`src/rtl/zmod_rxdll_seq.sv`:
```
// rx MMCM power-up/relock sequencer: drives MMCM reset, retries lock with a
// timeout and bounded budget, qualifies lock before releasing the datapath.
module zmod_rxdll_seq #(
  parameter int RST_CYCLES    = 16,
  parameter int LOCK_TIMEOUT  = 65536,
  parameter int SETTLE_CYCLES = 1024,
  parameter int MAX_RETRY     = 4,
  parameter int CNT_W         = 8
) (
  input  logic             clk,
  input  logic             resetn,
  input  logic             enable,
  input  logic             restart,
  input  logic             mmcm_locked,
  output logic             mmcm_rst,
  output logic             dp_rst,
  output logic             ready,
  output logic             fail,
  output logic [7:0]       retry_cnt,
  output logic [CNT_W-1:0] lost_cnt,
  output logic [2:0]       state
);

  typedef enum logic [2:0] {
    S_IDLE   = 3'd0,
    S_RESET  = 3'd1,
    S_WAIT   = 3'd2,
    S_SETTLE = 3'd3,
    S_READY  = 3'd4,
    S_FAIL   = 3'd5
  } st_e;

  localparam int T_MAX0 = (RST_CYCLES > LOCK_TIMEOUT) ? RST_CYCLES : LOCK_TIMEOUT;
  localparam int T_MAX  = (T_MAX0 > SETTLE_CYCLES) ? T_MAX0 : SETTLE_CYCLES;
  localparam int TMR_W  = $clog2(T_MAX + 1);

  localparam logic [TMR_W-1:0] RST_LAST = TMR_W'(RST_CYCLES - 1);
  localparam logic [TMR_W-1:0] TO_LAST  = TMR_W'(LOCK_TIMEOUT - 1);
  // The WAIT_LOCK cycle that first sees lock is the first settle cycle,
  // so SETTLE itself only needs SETTLE_CYCLES-1 more locked cycles.
  localparam logic [TMR_W-1:0] SET_LAST = TMR_W'(SETTLE_CYCLES - 2);
  localparam logic [7:0]       RTY_LAST = 8'(MAX_RETRY - 1);

  st_e              cur, nxt;
  logic [TMR_W-1:0] tmr;
  logic [1:0]       sync_q;
  logic             locked_s;
  logic             att_fail, retry_clr, lost_inc;

  always_ff @(posedge clk or negedge resetn)
    if (!resetn) sync_q <= 2'b00;
    else         sync_q <= {sync_q[0], mmcm_locked};

  assign locked_s = sync_q[1];

  always_comb begin
    nxt       = cur;
    att_fail  = 1'b0;
    retry_clr = 1'b0;
    lost_inc  = 1'b0;
    if (!enable) begin
      nxt = S_IDLE;
    end else if (restart) begin
      nxt       = S_RESET;
      retry_clr = 1'b1;
    end else begin
      case (cur)
        S_IDLE:   nxt = S_RESET;
        S_RESET:  if (tmr == RST_LAST) nxt = S_WAIT;
        S_WAIT: begin
          if (locked_s)             nxt = S_SETTLE;
          else if (tmr == TO_LAST)  att_fail = 1'b1;
        end
        S_SETTLE: begin
          if (!locked_s) att_fail = 1'b1;
          else if (tmr == SET_LAST) begin
            nxt       = S_READY;
            retry_clr = 1'b1;
          end
        end
        S_READY: begin
          if (!locked_s) begin
            nxt      = S_RESET;
            lost_inc = 1'b1;
          end
        end
        S_FAIL:   nxt = S_FAIL;
        default:  nxt = S_IDLE;
      endcase
      if (att_fail) nxt = (retry_cnt == RTY_LAST) ? S_FAIL : S_RESET;
    end
  end

  always_ff @(posedge clk or negedge resetn)
    if (!resetn) cur <= S_IDLE;
    else         cur <= nxt;

  // Restart re-enters RESET from RESET, so it must clear the timer explicitly.
  always_ff @(posedge clk or negedge resetn)
    if (!resetn)
      tmr <= '0;
    else if (nxt != cur || restart)
      tmr <= '0;
    else if (cur == S_RESET || cur == S_WAIT || cur == S_SETTLE)
      tmr <= tmr + TMR_W'(1);

  always_ff @(posedge clk or negedge resetn)
    if (!resetn)        retry_cnt <= 8'd0;
    else if (retry_clr) retry_cnt <= 8'd0;
    else if (att_fail)  retry_cnt <= retry_cnt + 8'd1;

  always_ff @(posedge clk or negedge resetn)
    if (!resetn)                       lost_cnt <= '0;
    else if (lost_inc && ~&lost_cnt)   lost_cnt <= lost_cnt + CNT_W'(1);

  always_comb begin
    mmcm_rst = (cur == S_IDLE) || (cur == S_RESET) || (cur == S_FAIL);
    dp_rst   = (cur != S_READY);
    ready    = (cur == S_READY);
    fail     = (cur == S_FAIL);
  end

  assign state = cur;

endmodule
```
`config.mk`:
```
export PLATFORM = sky130hd
export DESIGN_NAME = zmod_rxdll_seq
export DESIGN_NICKNAME = d
export VERILOG_FILES = /design/src/rtl/zmod_rxdll_seq.sv
export SDC_FILE = /design/constraint.sdc
export NUM_CORES = 1
export LEC_CHECK = 0
export ABC_AREA = 1
export CAP_MARGIN = 20
export CORE_AREA = 2 2 66 68
export CTS_BUF_LIST = sky130_fd_sc_hd__clkbuf_16
export DETAILED_ROUTE_END_ITERATION = 7
export DIE_AREA = 0 0 68 70
export DONT_BUFFER_PORTS = 1
export MAX_ROUTING_LAYER = met4
export PLACE_DENSITY = 0.8
export SYNTH_ARGS = -nofsm -noshare
export SYNTH_HDL_FRONTEND = slang
export SYNTH_SLANG_ARGS = --single-unit
```
`constraint.sdc`:
```
create_clock -name clk -period 2.6 [get_ports clk]
set_input_delay 0.52 -clock clk [delete_from_list [all_inputs] [get_ports clk]]
set_output_delay 0.52 -clock clk [all_outputs]
set_load 0.02 [all_outputs]
```
# After elaboration in Yosys (flattened, before gate mapping)
# Cells that the tools add are included.
dict set report word_totals {
  ff_bits 38
  elab_cells 60
}
dict set report op_classes {
  n_addsub 3
  n_eq_ne 11
  n_mux 30
  reduce_logical 11
}
# cell count
set ops {}
lappend ops {{2-to-1 mux 17 bit} 2}
lappend ops {{2-to-1 mux 3 bit} 9}
lappend ops {{one-hot mux 3 bit (6 select lines)} 1}
lappend ops {{adder 17 x 1 -> 17 bit, second input constant} 1}
lappend ops {{== test 17 x 10 -> 1 bit, second input constant} 1}
lappend ops {{== test 17 x 16 -> 1 bit, second input constant} 1}
lappend ops {{== test 17 x 4 -> 1 bit, second input constant} 1}
lappend ops {{adder 8 x 1 -> 8 bit, second input constant} 2}
lappend ops {{2-to-1 mux 8 bit} 2}
lappend ops {{2-to-1 mux 1 bit} 15}
lappend ops {{== test 8 x 2 -> 1 bit, second input constant} 1}
lappend ops {{AND reduction 8 bit} 1}
lappend ops {{== test 3 x 2 -> 1 bit, second input constant} 2}
lappend ops {{== test 3 bit, second input constant} 2}
lappend ops {{logical OR 1 bit} 5}
lappend ops {{nonzero test 2 bit} 2}
lappend ops {{== test 3 x 1 -> 1 bit, second input constant} 1}
lappend ops {{logical NOT 3 bit} 1}
lappend ops {{!= test 3 bit} 1}
lappend ops {{!= test 3 bit, second input constant} 1}
lappend ops {{one-hot mux 1 bit (2 select lines)} 1}
lappend ops {{logical AND 1 bit} 1}
lappend ops {{logical NOT 1 bit} 1}

# Logic depth before layout (Yosys ltp)
dict set report depth {
  word_depth 12
  ltp_mapped 19
}

# Least setup slack after synthesis
# No wires, ideal clock.
dict set report synth_path {
  path_type {register to register}
  from {reg tmr[1]}
  to {reg tmr[9]}
  t_arrival_ps 2209
  path_slack_ps 266
  path_stages_with_launch 19
  synth_period_minus_slack_ps 2334
  cell_sequence {dfrtp_1 -> ha_1 -> inv_1 -> nor2_2 -> inv_1 -> nor4_1 -> ha_1 -> nor2_1 -> nor2_1 -> nand2_1 -> nand2_1 -> a21oi_1 -> nand2_1 -> nand2_1 -> nand3_1 -> nor2_4 -> nand2_4 -> buf_12 -> nor2_4}
}
dict set report synth_via {
  elab_chain_len 12
  word_cells_on_any_way 21
  classes_between {add/sub (1); eq/ne (4); mux (14); reduce/logical (2)}
}
# item line_no
set synth_lines {}
lappend synth_lines {{start, declared} 45} ;# logic [TMR_W-1:0] tmr;
lappend synth_lines {{start signal, assigned} 105} ;# tmr <= tmr + TMR_W'(1);
lappend synth_lines {{== test 17 x 16 -> 1 bit} 72} ;# else if (tmr == TO_LAST) att_fail = 1'b1;
lappend synth_lines {{2-to-1 mux 1 bit} 72}
lappend synth_lines {{2-to-1 mux 1 bit} 71} ;# if (locked_s) nxt = S_SETTLE;
lappend synth_lines {{one-hot mux 1 bit (2 select lines)} 67} ;# case (cur)
lappend synth_lines {{2-to-1 mux 1 bit} 63} ;# end else if (restart) begin
lappend synth_lines {{2-to-1 mux 1 bit} 61} ;# if (!enable) begin
lappend synth_lines {{2-to-1 mux 3 bit} 90} ;# if (att_fail) nxt = (retry_cnt == RTY_LAST) ? S_FAIL : S_RESET;
lappend synth_lines {{2-to-1 mux 3 bit} 63}
lappend synth_lines {{2-to-1 mux 3 bit} 61}
lappend synth_lines {{!= test 3 bit} 102} ;# else if (nxt != cur || restart)
lappend synth_lines {{logical OR 1 bit} 102}
lappend synth_lines {{2-to-1 mux 17 bit / nonzero test 2 bit (equally long branches)} --}
# Several ways; a longest one is shown, not always the timed one. The select of a mux whose other input is x is not followed.
# A chain may end at the register's enable or synchronous reset.

# Final worst setup path
dict set report layout_path {
  from {reg tmr[5]}
  to {reg tmr[3]}
}
dict set report layout_via {
  elab_chain_len 12
  word_cells_on_any_way 19
  classes_between {eq/ne (4); mux (13); reduce/logical (2)}
}
# item line_no
set layout_lines {}
lappend layout_lines {{== test 17 x 16 -> 1 bit} 72}
lappend layout_lines {{2-to-1 mux 1 bit} 72}
lappend layout_lines {{2-to-1 mux 1 bit} 71}
lappend layout_lines {{one-hot mux 1 bit (2 select lines)} 67}
lappend layout_lines {{2-to-1 mux 1 bit} 63}
lappend layout_lines {{2-to-1 mux 1 bit} 61}
lappend layout_lines {{2-to-1 mux 3 bit (*)} 90}
lappend layout_lines {{2-to-1 mux 3 bit (*)} 63}
lappend layout_lines {{2-to-1 mux 3 bit (*)} 61}
lappend layout_lines {{!= test 3 bit (*)} 102}
lappend layout_lines {{logical OR 1 bit (*)} 102}
lappend layout_lines {{2-to-1 mux 17 bit / nonzero test 2 bit (equally long branches)} --}
# Every way passes the cells marked *; elsewhere a longest branch is shown, timed or not. The select of a mux whose other input is x is not followed.

==> metrics <==
number of synthesized flops with an enable pin 0; CTS max path bufs 2; DRC viols 0; status complete, no violations; Hold Vio Cnt, Final 0; Crit Path Class flip-flop to flip-flop; Routed WL 5098 µm; Synth area leader dfrtp_1; chip width 68 µm; Worst EP arrival 2.70 ns; Top FF cell, synth dfrtp_1; xor and xnor fraction of the mapped netlist area 0.07499; CTS root buf clkbuf_16; endpoints failing setup 0; share of the synthesized area in the top cell type 0.4071; ANT nets after route 0; drt wl/cell 14.61 µm; DR vias/cell 5.393; mux share of post-synthesis cell area 0.004821; Antenna Cells 0; vias in the first global route 1826; Fmax 401.2 MHz; Clock Skews 0.003599 ns; Synth Warn # 0; CTS Sinks 38; clock slew at reported path FFs 0.06 ns; required time of the critical path 2.81 ns; Yosys reg bits 38; critical path launch point type flip-flop; post-synthesis simple-gate area fraction 0.3535; crit share post-route 0.9586; Leakage Power 0.001262 µW; syn avg cell area 8.373 µm²; IO buf count 0; ratio of cells with drive above 1 in the final layout 0.2458; Post-synth ARST share 1.000; hpwl dp 3334 µm; core area 4144 µm²; CTS Buf Count 5; Worst-Margin Slew 0.6681 ns; most frequent cells after synthesis nand2_1 (46), dfrtp_1 (38), inv_1 (37); Synth Area in Compound Gates 0.04874; ranking of synthesized cells by area dfrtp_1 (41%), nand2_1 (7.4%), nor2_4 (7.2%); Setup crit end kind flip-flop; Max FO, Critical Path 9; number of antenna violations at the first check in global routing 0; HP Class input pin to async pin; Final Max Tran Viols 0; most common cell in the netlist nand2_1; die height 70 µm; TritonCTS clock tree yes; Final min period 2.492 ns; DIE AREA 4760 µm²; total number of vias 1882; largest family of logic cells by synthesized area simple AND/OR/NAND/NOR gates; Syn Nets 289; Design Power 1266 µW; remaining global-route overflow 0; global-route wire length before repair 8073 µm; Pre-Repair DR Iteration Count 4; dpl cell area 2404 µm²; Total GRT Usage 0.2271; relative slew slack 0.5546; Row Count 24; I/O pins 28; P&R area growth vs syn 15.64%; clock insertion delay at the later pin of the skew report 0.28 ns; maximum VDD drop 0.0003073 V; gp weighted congestion 0.8886; largest net degree at the start of global routing 39; final core occ 0.6519; Max Cap Violations 0; post-route cell area 2701 µm²; PwrDens 468.8 nW/µm²; Synth Instances 279; Adder-Cell Fraction of Synth Area 0.02678; Starting Density 0.5637; Netlist Area Pre-Place 2336 µm²; H-tree levels 2; distinct cell type count after synthesis 31; Post-layout nets 307; Starting DRT DRC Count 97; sequential-to-total area share from yosys stat 0.4071
==> final timing paths <==
path	slack, ns	endpoint	from	cells after the start
min in group clk	0.26	sync_q[0]	mmcm_locked	0
min reg2reg	0.35	sync_q[1]	sync_q[0]	0
min	0.08	lost_cnt[7]	resetn	1
max	0.11	tmr[3]	tmr[5]	18
max reg2reg	0.11	tmr[3]	tmr[5]	18
max in group asynchronous	2.34	retry_cnt[4]	resetn	1
==> logic make-up after synthesis <==
family / after synthesis
multiplexers: 1
XOR/XNOR: 20
AO/OA/AOI/OAI: 21
AND/OR/NAND/NOR: 147
adder cells (fa/ha/maj): 5
buffers and inverters: 47
flip-flops: 38
==> flip-flops by register name, indices dropped and copies added, names as in the netlist <==
| name | count |
|---|---|
| lost_cnt | 8 |
| state | 3 |
| tmr | 17 |
| sync_q | 2 |
| retry_cnt | 8 |
==> metrics by stage <==
step	worst slack [ns]	TNS (ns)	instances	hold slack [ns]
3_5_place_dp	0.07470	0	333	0.2249
4_1_cts	0.05851	0	341	0.08532
6_report	0.1076	0	349	0.07738
2_1_floorplan	0.2664	0	279	0.2244
3_3_place_gp	0.1786	0	333	0.2250
5_1_grt	-0.1172	-1.715	349	0.09413
==> critical path, cell delays in order (launching register included) <==
cell,delay (ns)
dfrtp_1,0.39
nand2_4,0.10
inv_2,0.06
nand2_2,0.05
nor2_4,0.11
inv_1,0.06
nor4_2,0.27
ha_2,0.20
nor2_1,0.03
nor2_1,0.18
nand2_2,0.11
nand2_2,0.10
a21oi_2,0.04
nand3_1,0.10
nand3_2,0.09
nor2_4,0.16
buf_4,0.16
nand2_8,0.08
nor2_1,0.11
==> layout make-up <==
type	instances	area, µm²
fill	307	1443
multi-input combinational	195	1265
sequential	38	950.9
inverter	45	168.9
clock buffer	5	125.1
timing repair buffer	12	115.1
tap	52	65.06
clock inverter	2	11.26
==> what timing repair did <==
item / in CTS / in global routing
setup endpoints to repair: 0 / 19
buffers inserted: 0 / 7
resized for setup: 0 / 15
hold buffers: 1 / 0
endpoints found under the hold margin: 38 / 0
==> per-layer routing <==
layer	GRT usage	wire length, µm
met1	0.2795	2180
met2	0.3625	2592
met3	0.05958	252
met4	0.06889	72
met5	-	0
==> cell usage in the layout (no fill, tap or decap), types with 2 or more instances in the layout <==
master     Yosys  routed
inv_2          8       8
o21ai_0        9       9
nand4_1       11      11
ha_2           0       2
or2_2          2       2
nand2_1       46      42
clkbuf_16      0       5
xor2_1        14      14
xnor2_1        6       6
nand2_4        3       2
nor3_1         4       4
o21ai_1        2       2
nor2_1        28      27
nand4_2        2       2
nand3_1       22      20
buf_12         1       2
nand2_8        0       2
nor2_2         5       5
nor3_2         2       2
dfrtp_1       38      38
nand2_2        2       6
inv_1         37      38
ha_1           5       3
nand3_2        1       3
buf_4          1      10
a21oi_1        6       5
nor2_4        15      16
==> report_power, final <==
group / total (µW) / switching (µW) / leakage (µW) / internal, µW
clock network: 569 / 224 / 0.0000671 / 346
registers: 605 / 7.68 / 0.000523 / 597
logic: 92.1 / 64.1 / 0.000672 / 28.0
No activity file was read; power rests on OpenSTA's default activity.
